===== config.mk =====
export PLATFORM = sky130hd
export DESIGN_NAME = paddle_axis_emu
export DESIGN_NICKNAME = d
export VERILOG_FILES = /design/src/rtl/paddle_axis_emu.sv
export SDC_FILE = /design/constraint.sdc
export NUM_CORES = 1
export LEC_CHECK = 0
export CORE_MARGIN = 2
export CORE_UTILIZATION = 30
export DETAILED_ROUTE_END_ITERATION = 10
export MAX_ROUTING_LAYER = met4
export PLACE_DENSITY = 0.48
export SLEW_MARGIN = 20
export SYNTH_ARGS = -nofsm -noshare
export SYNTH_HDL_FRONTEND = slang
export SYNTH_SLANG_ARGS = --single-unit

===== constraint.sdc =====
create_clock -name CLK_VIDEO -period 4.84 [get_ports CLK_VIDEO]
set_input_delay 0.968 -clock CLK_VIDEO [delete_from_list [all_inputs] [get_ports CLK_VIDEO]]
set_output_delay 0.968 -clock CLK_VIDEO [all_outputs]
set_load 0.03 [all_outputs]

===== src/rtl/paddle_axis_emu.sv =====
// -----------------------------------------------------------------------------
// paddle_axis_emu
//
// Turns PS/2 mouse motion into an analog paddle/stick position on one of NCH
// controller ports. Every other port passes its HPS analog joystick and fire
// buttons straight through. The mouse-owned port keeps a saturating signed
// accumulator per axis that each mouse packet nudges by a clamped and shifted
// step. Touching the real joystick on a port, halting the CPU or moving the
// mouse to another port hands that port back to the joystick. An optional
// prescaled decay pulls the emulated position back towards centre.
//
// Ports:
//   CLK_VIDEO   in   1         clock
//   areset      in   1         synchronous active-high reset
//   ps2_mouse   in   25        hps_io mouse packet: [24] toggle strobe,
//                              [23:16] dy, [15:8] dx, [5:4] Y/X sign,
//                              [1:0] buttons
//   mouse_sel   in   SW        port currently driven by the mouse
//   joya        in   NCH*16    analog stick per port: [15:8] Y, [7:0] X
//   joy_btn     in   NCH*2     digital fire buttons per port
//   halt        in   1         CPU halted; drops all emulation
//   decay_en    in   1         enables auto-centre decay
//   out_x       out  NCH*AW    X axis per port, signed
//   out_y       out  NCH*AW    Y axis per port, signed
//   out_btn     out  NCH*2     fire buttons per port
//   emu_active  out  NCH       port is currently owned by the mouse
// -----------------------------------------------------------------------------
module paddle_axis_emu #(
    parameter int NCH       = 2,
    parameter int AW        = 8,
    parameter int SHIFT     = 1,
    parameter int STEP_MAX  = 10,
    parameter int DECAY_DIV = 0
) (
    input  logic                                       CLK_VIDEO,
    input  logic                                       areset,
    input  logic [24:0]                                ps2_mouse,
    input  logic [((NCH > 1) ? $clog2(NCH) : 1)-1:0]   mouse_sel,
    input  logic [NCH*16-1:0]                          joya,
    input  logic [NCH*2-1:0]                           joy_btn,
    input  logic                                       halt,
    input  logic                                       decay_en,
    output logic [NCH*AW-1:0]                          out_x,
    output logic [NCH*AW-1:0]                          out_y,
    output logic [NCH*2-1:0]                           out_btn,
    output logic [NCH-1:0]                             emu_active
);

    localparam int SW = $bits(mouse_sel);

    // Saturation limits of an AW-bit signed axis, held in the AW+2-bit sum width.
    localparam logic signed [AW+1:0] SAT_HI   = (AW+2)'((1 << (AW-1)) - 1);
    localparam logic signed [AW+1:0] SAT_LO   = (AW+2)'(-(1 << (AW-1)));
    // Per-packet step clamp, in the 9-bit width of the raw PS/2 delta.
    localparam logic signed [8:0]    STEP_HI  = 9'(STEP_MAX);
    localparam logic signed [8:0]    STEP_LO  = 9'(-STEP_MAX);
    localparam logic signed [AW:0]   ACC_ONE  = (AW+1)'(1);

    // -------------------------------------------------------------------------
    // Helpers
    // -------------------------------------------------------------------------

    // Raw PS/2 delta {sign, byte} -> shifted, clamped step in sum width.
    function automatic logic signed [AW+1:0] step_delta(input logic       sgn,
                                                        input logic [7:0] mag);
        logic signed [8:0] raw;
        logic signed [8:0] shd;
        raw = {sgn, mag};
        shd = raw >>> SHIFT;
        if (shd > STEP_HI) begin
            shd = STEP_HI;
        end else if (shd < STEP_LO) begin
            shd = STEP_LO;
        end
        return (AW+2)'(shd);
    endfunction

    // Accumulator plus step, saturated to the AW-bit signed range.
    function automatic logic signed [AW:0] sat_add(input logic signed [AW:0]   acc,
                                                   input logic signed [AW+1:0] d);
        logic signed [AW+1:0] sum;
        sum = (AW+2)'(acc) + d;
        if (sum > SAT_HI) begin
            sum = SAT_HI;
        end else if (sum < SAT_LO) begin
            sum = SAT_LO;
        end
        return sum[AW:0];
    endfunction

    // One decay step: move one count towards zero, zero stays zero.
    function automatic logic signed [AW:0] toward_zero(input logic signed [AW:0] acc);
        if (acc == '0) begin
            return acc;
        end else if (acc[AW]) begin
            return acc + ACC_ONE;
        end else begin
            return acc - ACC_ONE;
        end
    endfunction

    // 8-bit signed joystick axis, sign-extended or truncated to AW.
    function automatic logic [AW-1:0] ext_axis(input logic [7:0] v);
        return AW'(signed'(v));
    endfunction

    // -------------------------------------------------------------------------
    // Input views
    // -------------------------------------------------------------------------
    logic [NCH-1:0][15:0] joy_w;
    logic [NCH-1:0][1:0]  btn_w;

    assign joy_w = joya;
    assign btn_w = joy_btn;

    // Packet bits 7:6 (overflow) and 3:2 (middle button / always-1) carry
    // nothing this block acts on.
    logic unused_ps2;
    assign unused_ps2 = ^{ps2_mouse[7:6], ps2_mouse[3:2]};

    // -------------------------------------------------------------------------
    // Decay prescaler
    // -------------------------------------------------------------------------
    logic decay_tick;

    if (DECAY_DIV > 0) begin : g_decay
        localparam int            PW       = (DECAY_DIV > 1) ? $clog2(DECAY_DIV) : 1;
        localparam logic [PW-1:0] PRE_LAST = PW'(DECAY_DIV - 1);

        logic [PW-1:0] pre_q;

        // Holds at zero while disabled so every enable starts a full period.
        always_ff @(posedge CLK_VIDEO) begin
            if (areset || !decay_en) begin
                pre_q <= '0;
            end else if (pre_q == PRE_LAST) begin
                pre_q <= '0;
            end else begin
                pre_q <= pre_q + PW'(1);
            end
        end

        assign decay_tick = decay_en && (pre_q == PRE_LAST);
    end else begin : g_no_decay
        logic unused_decay;
        assign unused_decay = decay_en;
        assign decay_tick   = 1'b0;
    end

    // -------------------------------------------------------------------------
    // Emulation state
    // -------------------------------------------------------------------------
    logic                  stb_q;
    logic [SW-1:0]         sel_q;
    logic [NCH-1:0]        emu_q,   emu_d;
    logic signed [AW:0]    acc_x_q [NCH];
    logic signed [AW:0]    acc_x_d [NCH];
    logic signed [AW:0]    acc_y_q [NCH];
    logic signed [AW:0]    acc_y_d [NCH];

    logic                  evt;
    logic                  sel_chg;
    logic signed [AW+1:0]  dx_step;
    logic signed [AW+1:0]  dy_step;
    logic [NCH-1:0]        port_clr;
    logic [NCH-1:0]        port_hit;

    // NOTE: every signal written here gets a value before any branch, so no
    // path leaves one unassigned and no latch is inferred.
    always_comb begin
        evt      = (ps2_mouse[24] != stb_q);
        sel_chg  = (mouse_sel != sel_q);
        dx_step  = step_delta(ps2_mouse[4], ps2_mouse[15:8]);
        dy_step  = step_delta(ps2_mouse[5], ps2_mouse[23:16]);
        emu_d    = emu_q;
        port_clr = '0;
        port_hit = '0;

        for (int p = 0; p < NCH; p++) begin
            acc_x_d[p] = acc_x_q[p];
            acc_y_d[p] = acc_y_q[p];

            // A live joystick, a halted CPU, or the mouse leaving this port
            // all return the port to the joystick.
            port_clr[p] = (joy_w[p] != 16'h0000) || halt
                        || (sel_chg && (sel_q == SW'(p)));
            // Out-of-range selects match no port, so their events vanish.
            port_hit[p] = evt && (mouse_sel == SW'(p));

            if (port_clr[p]) begin
                emu_d[p]   = 1'b0;
                acc_x_d[p] = '0;
                acc_y_d[p] = '0;
            end else if (port_hit[p]) begin
                emu_d[p]   = 1'b1;
                acc_x_d[p] = sat_add(acc_x_q[p], dx_step);
                acc_y_d[p] = sat_add(acc_y_q[p], dy_step);
            end else if (decay_tick && emu_q[p]) begin
                acc_x_d[p] = toward_zero(acc_x_q[p]);
                acc_y_d[p] = toward_zero(acc_y_q[p]);
            end
        end
    end

    // NOTE: sequential state uses non-blocking assignments so every register
    // samples the pre-edge values regardless of statement order.
    always_ff @(posedge CLK_VIDEO) begin
        // The strobe and select track their inputs even in reset, so the
        // first edge after release sees no phantom toggle or port change.
        stb_q <= ps2_mouse[24];
        sel_q <= mouse_sel;
        if (areset) begin
            emu_q <= '0;
            // NOTE: the accumulators are a handful of flops, not a RAM, so
            // resetting them costs nothing and keeps the state deterministic.
            for (int p = 0; p < NCH; p++) begin
                acc_x_q[p] <= '0;
                acc_y_q[p] <= '0;
            end
        end else begin
            emu_q <= emu_d;
            for (int p = 0; p < NCH; p++) begin
                acc_x_q[p] <= acc_x_d[p];
                acc_y_q[p] <= acc_y_d[p];
            end
        end
    end

    // -------------------------------------------------------------------------
    // Output register: one cycle behind the state update
    // -------------------------------------------------------------------------
    logic [NCH-1:0][AW-1:0] out_x_q;
    logic [NCH-1:0][AW-1:0] out_y_q;
    logic [NCH-1:0][1:0]    out_btn_q;
    logic [NCH-1:0]         emu_active_q;

    always_ff @(posedge CLK_VIDEO) begin
        if (areset) begin
            out_x_q      <= '0;
            out_y_q      <= '0;
            out_btn_q    <= '0;
            emu_active_q <= '0;
        end else begin
            for (int p = 0; p < NCH; p++) begin
                if (emu_q[p]) begin
                    out_x_q[p]   <= acc_x_q[p][AW-1:0];
                    out_y_q[p]   <= acc_y_q[p][AW-1:0];
                    out_btn_q[p] <= ps2_mouse[1:0];
                end else begin
                    out_x_q[p]   <= ext_axis(joy_w[p][7:0]);
                    out_y_q[p]   <= ext_axis(joy_w[p][15:8]);
                    out_btn_q[p] <= btn_w[p];
                end
            end
            emu_active_q <= emu_q;
        end
    end

    assign out_x      = out_x_q;
    assign out_y      = out_y_q;
    assign out_btn    = out_btn_q;
    assign emu_active = emu_active_q;

endmodule


==> results.py <==
metrics = {
    "worst_hold_path": {
        "hold_start": "acc_x_q[0][8]",
        "hold_path_depth": 1,
        "whs_endpoint": "acc_x_q[0][8]",
        "hold_class": "register to register",
    },
    "sta": {
        "setup_viol_count_final": 0,
        "final_hold_viol_count": 0,
        "tns_ps": 0,
        "rsz0062_at_grt": "false",
        "min_period_over_period": 0.934,
        "slew_violations": 0,
        "worst_pin_slew_ps": 766,
        "slew_headroom": 0.488,
        "min_period_ps": 4520,
        "skew_ps": 5.98,
        "fmax_ghz": 0.221,
        "setup_ws_ps": 319,
    },
    "worst_setup_path": {
        "r2r_slack_ps": 2250,
        "setup.worst_path.class": "input port to register",
        "r2r_cells": 12,
        "worst_r2r_endpoint": "acc_y_q[0][1]",
        "worstReg2RegStart": "acc_y_q[0][0]",
        "crit_fanout": 6,
        "arrival_ps": 4750,
        "start_kind": "input port",
        "crit_required_ps": 5070,
        "endpoint_kind": "register",
    },
    "synth": {
        "synth_compound_area_frac": 0.223,
        "synth_simple_gate_area_share": 0.190,
        "yosysWarnings": 0,
        "ys_seq_area_frac": 0.313,
        "synth_top_family_by_area": "compound AO/OA/AOI/OAI gates",
        "postSynth.asyncResetShare": 0,
        "ys_seq_elements": 78,
        "post_synth_instance_area_um2": 4990,
        "ys_types": 63,
        "synth.area.mux_share": 0.0762,
        "synth_nets": 693,
        "ys.flop_type": "dfxtp_1",
        "synthCells": 589,
        "syn_area_per_cell_um2": 8.47,
        "synth_xor_xnor_area_share": 0.0456,
        "synthAdderAreaFrac": 0.114,
        "synth_edf_count": 0,
    },
    "grt": {
        "grt_pass1_vias": 4669,
        "grt_pass1_wl_um": 24100,
        "antenna_found_initial": 0,
        "grt_max_degree": 40,
        "gr-usage-all-layers": 0.176,
        "grt_overflow_total": 0,
    },
    "floorplan": {
        "die_x_um": 133,
        "rows": 47,
        "ios": 104,
        "dieArea_um2": 17700,
        "core-area_um2": 16400,
        "start_util": 0.304,
        "dieHeight_um": 133,
    },
    "pwr": {
        "p_leak_nw": 2.68,
        "vdd_drop_max_mv": 0.169,
        "power_density_nw_per_um2": 241,
    },
    "cts": {
        "cts_buffer_depth": 2,
        "numCtsBuffers": 9,
        "cts_tree": "built",
        "cts_num_sinks": 78,
        "insertion_delay_ps": 340,
        "clk_pin_slew_ps": 60,
        "htreeDepth": 3,
        "cts_root_buf": "clkbuf_16",
    },
    "place": {
        "place_area_um2": 6400,
        "post-dp-hpwl_um": 11700,
        "place_inst": 920,
        "dp_slack_ps": -5.86,
        "port_buffers": 96,
        "place.gp.congestion": 0.886,
    },
    "detailed_routing": {
        "wl_per_cell_um": 15.8,
        "drt_iter0_markers": 286,
        "post-route-drc-count": 0,
        "totalWireLength_um": 14700,
        "post_drt_via_cell_ratio": 5.03,
        "vias": 4699,
        "drtAntennaViolNets": 0,
        "dr.pass1.iters": 7,
    },
    "flow_run": {
        "cap_violations": 0,
    },
    "cells_and_area": {
        "mostFrequentLayoutCells": "clkdlybuf4s50_1 (96), nor2_1 (87), dfxtp_1 (77)",
        "syn_to_final_growth_pct": 33.6,
        "layout.cells.non_filler": 934,
        "final_common_cell": "clkdlybuf4s50_1",
        "multi_input_area_um2": 3240,
        "fin_area_um2": 6660,
        "n_antenna_cell": 0,
        "seq_area_um2": 1560,
        "fin_nets": 815,
        "fill_cells": 1635,
        "final_layout_size_suffix_gt1_frac": 0.0994,
    },
    "outcome": {
        "outcome": "completed",
    },
}
## state kept, by name, summed over array words and instances, names as in the netlist
name,count
out_x,16
acc_x_q,18
emu_active,2
out_y,16
stb_q,1
sel_q,1
emu_q,2
acc_y_q,18
out_btn,4
## power by group
part           total, mW  internal, mW  switching, mW
Combinational      0.331         0.150          0.180
Sequential         0.664         0.659        0.00460
Clock              0.612         0.354          0.258
## synthesized netlist by cell type, drive strengths merged (9+ instances only)
library cell	instances	share of area
a211oi	11	0.017
a21o	15	0.023
a21oi	34	0.034
and3	9	0.011
clkbuf	14	0.011
dfxtp	78	0.31
ha	34	0.085
inv	33	0.025
mux2i	38	0.076
nand2	34	0.026
nand2b	9	0.014
nor2	87	0.065
nor3	12	0.014
nor4	10	0.013
o21a	13	0.020
o21ai	24	0.024
xnor2	14	0.025
xor2	12	0.021
## cell families after synthesis
kind of cell / after synthesis
buffers and inverters: 51
and+or+nand+nor: 198
xor gates and xnor gates: 26
DFF: 78
adders and majority gates: 44
AOI/OAI and AO/OA: 154
muxes: 38
## critical path: stages
cell	delay, ps
clkdlybuf4s50_1	490
nand4_1	90
or2_2	300
ha_1	360
or3_1	460
ha_1	310
a21o_1	210
a221oi_1	340
o31ai_1	180
a221oi_1	340
a31oi_1	170
o21a_1	160
buf_4	150
o211ai_1	150
a21oi_1	80
## stage by stage
step	util	power (mW)	hold WS, ps
after floorplan	-	0.859	447
after global placement	0.390	1.01	462
after detailed placement	0.390	1.01	464
after CTS	0.406	1.63	485
after global routing	0.406	1.68	506
final	0.406	1.61	480
## final cells by class
type	count	share of cell area
clock buffers	12	0.0370
clock inverters	2	0.00150
inverters	33	0.0186
multi-input cells	460	0.486
flip-flops and latches	78	0.235
well taps	220	0.0413
repair buffers	129	0.181
## per-layer routing
metal	vias to the layer above	global-route usage	wire, um
li1	2382	-	-
met1	2218	0.213	6800
met2	85	0.301	7300
met3	14	0.0253	417
met4	0	0.0609	191
met5	-	-	0
## worst max path at each step
stage / slack (ps) / cells past startpoint / from / endpoint
after floorplan: 830 / 12 / ps2_mouse[22] / acc_y_q[0][0]
after global placement: 20 / 15 / ps2_mouse[21] / acc_y_q[0][11]
after detailed placement: -6 / 15 / ps2_mouse[14] / acc_x_q[0][0]
after CTS: 340 / 15 / ps2_mouse[14] / acc_x_q[0][0]
after global routing: 20 / 15 / ps2_mouse[14] / acc_x_q[0][1]
final: 320 / 15 / ps2_mouse[14] / acc_x_q[0][0]
## timing repair
action	4_1_cts	5_1_grt
buffers inserted	0	0
resized for setup	0	1
hold buffers	0	0
endpoints found under the setup margin	0	1
Power figures use the tool's default switching activity.
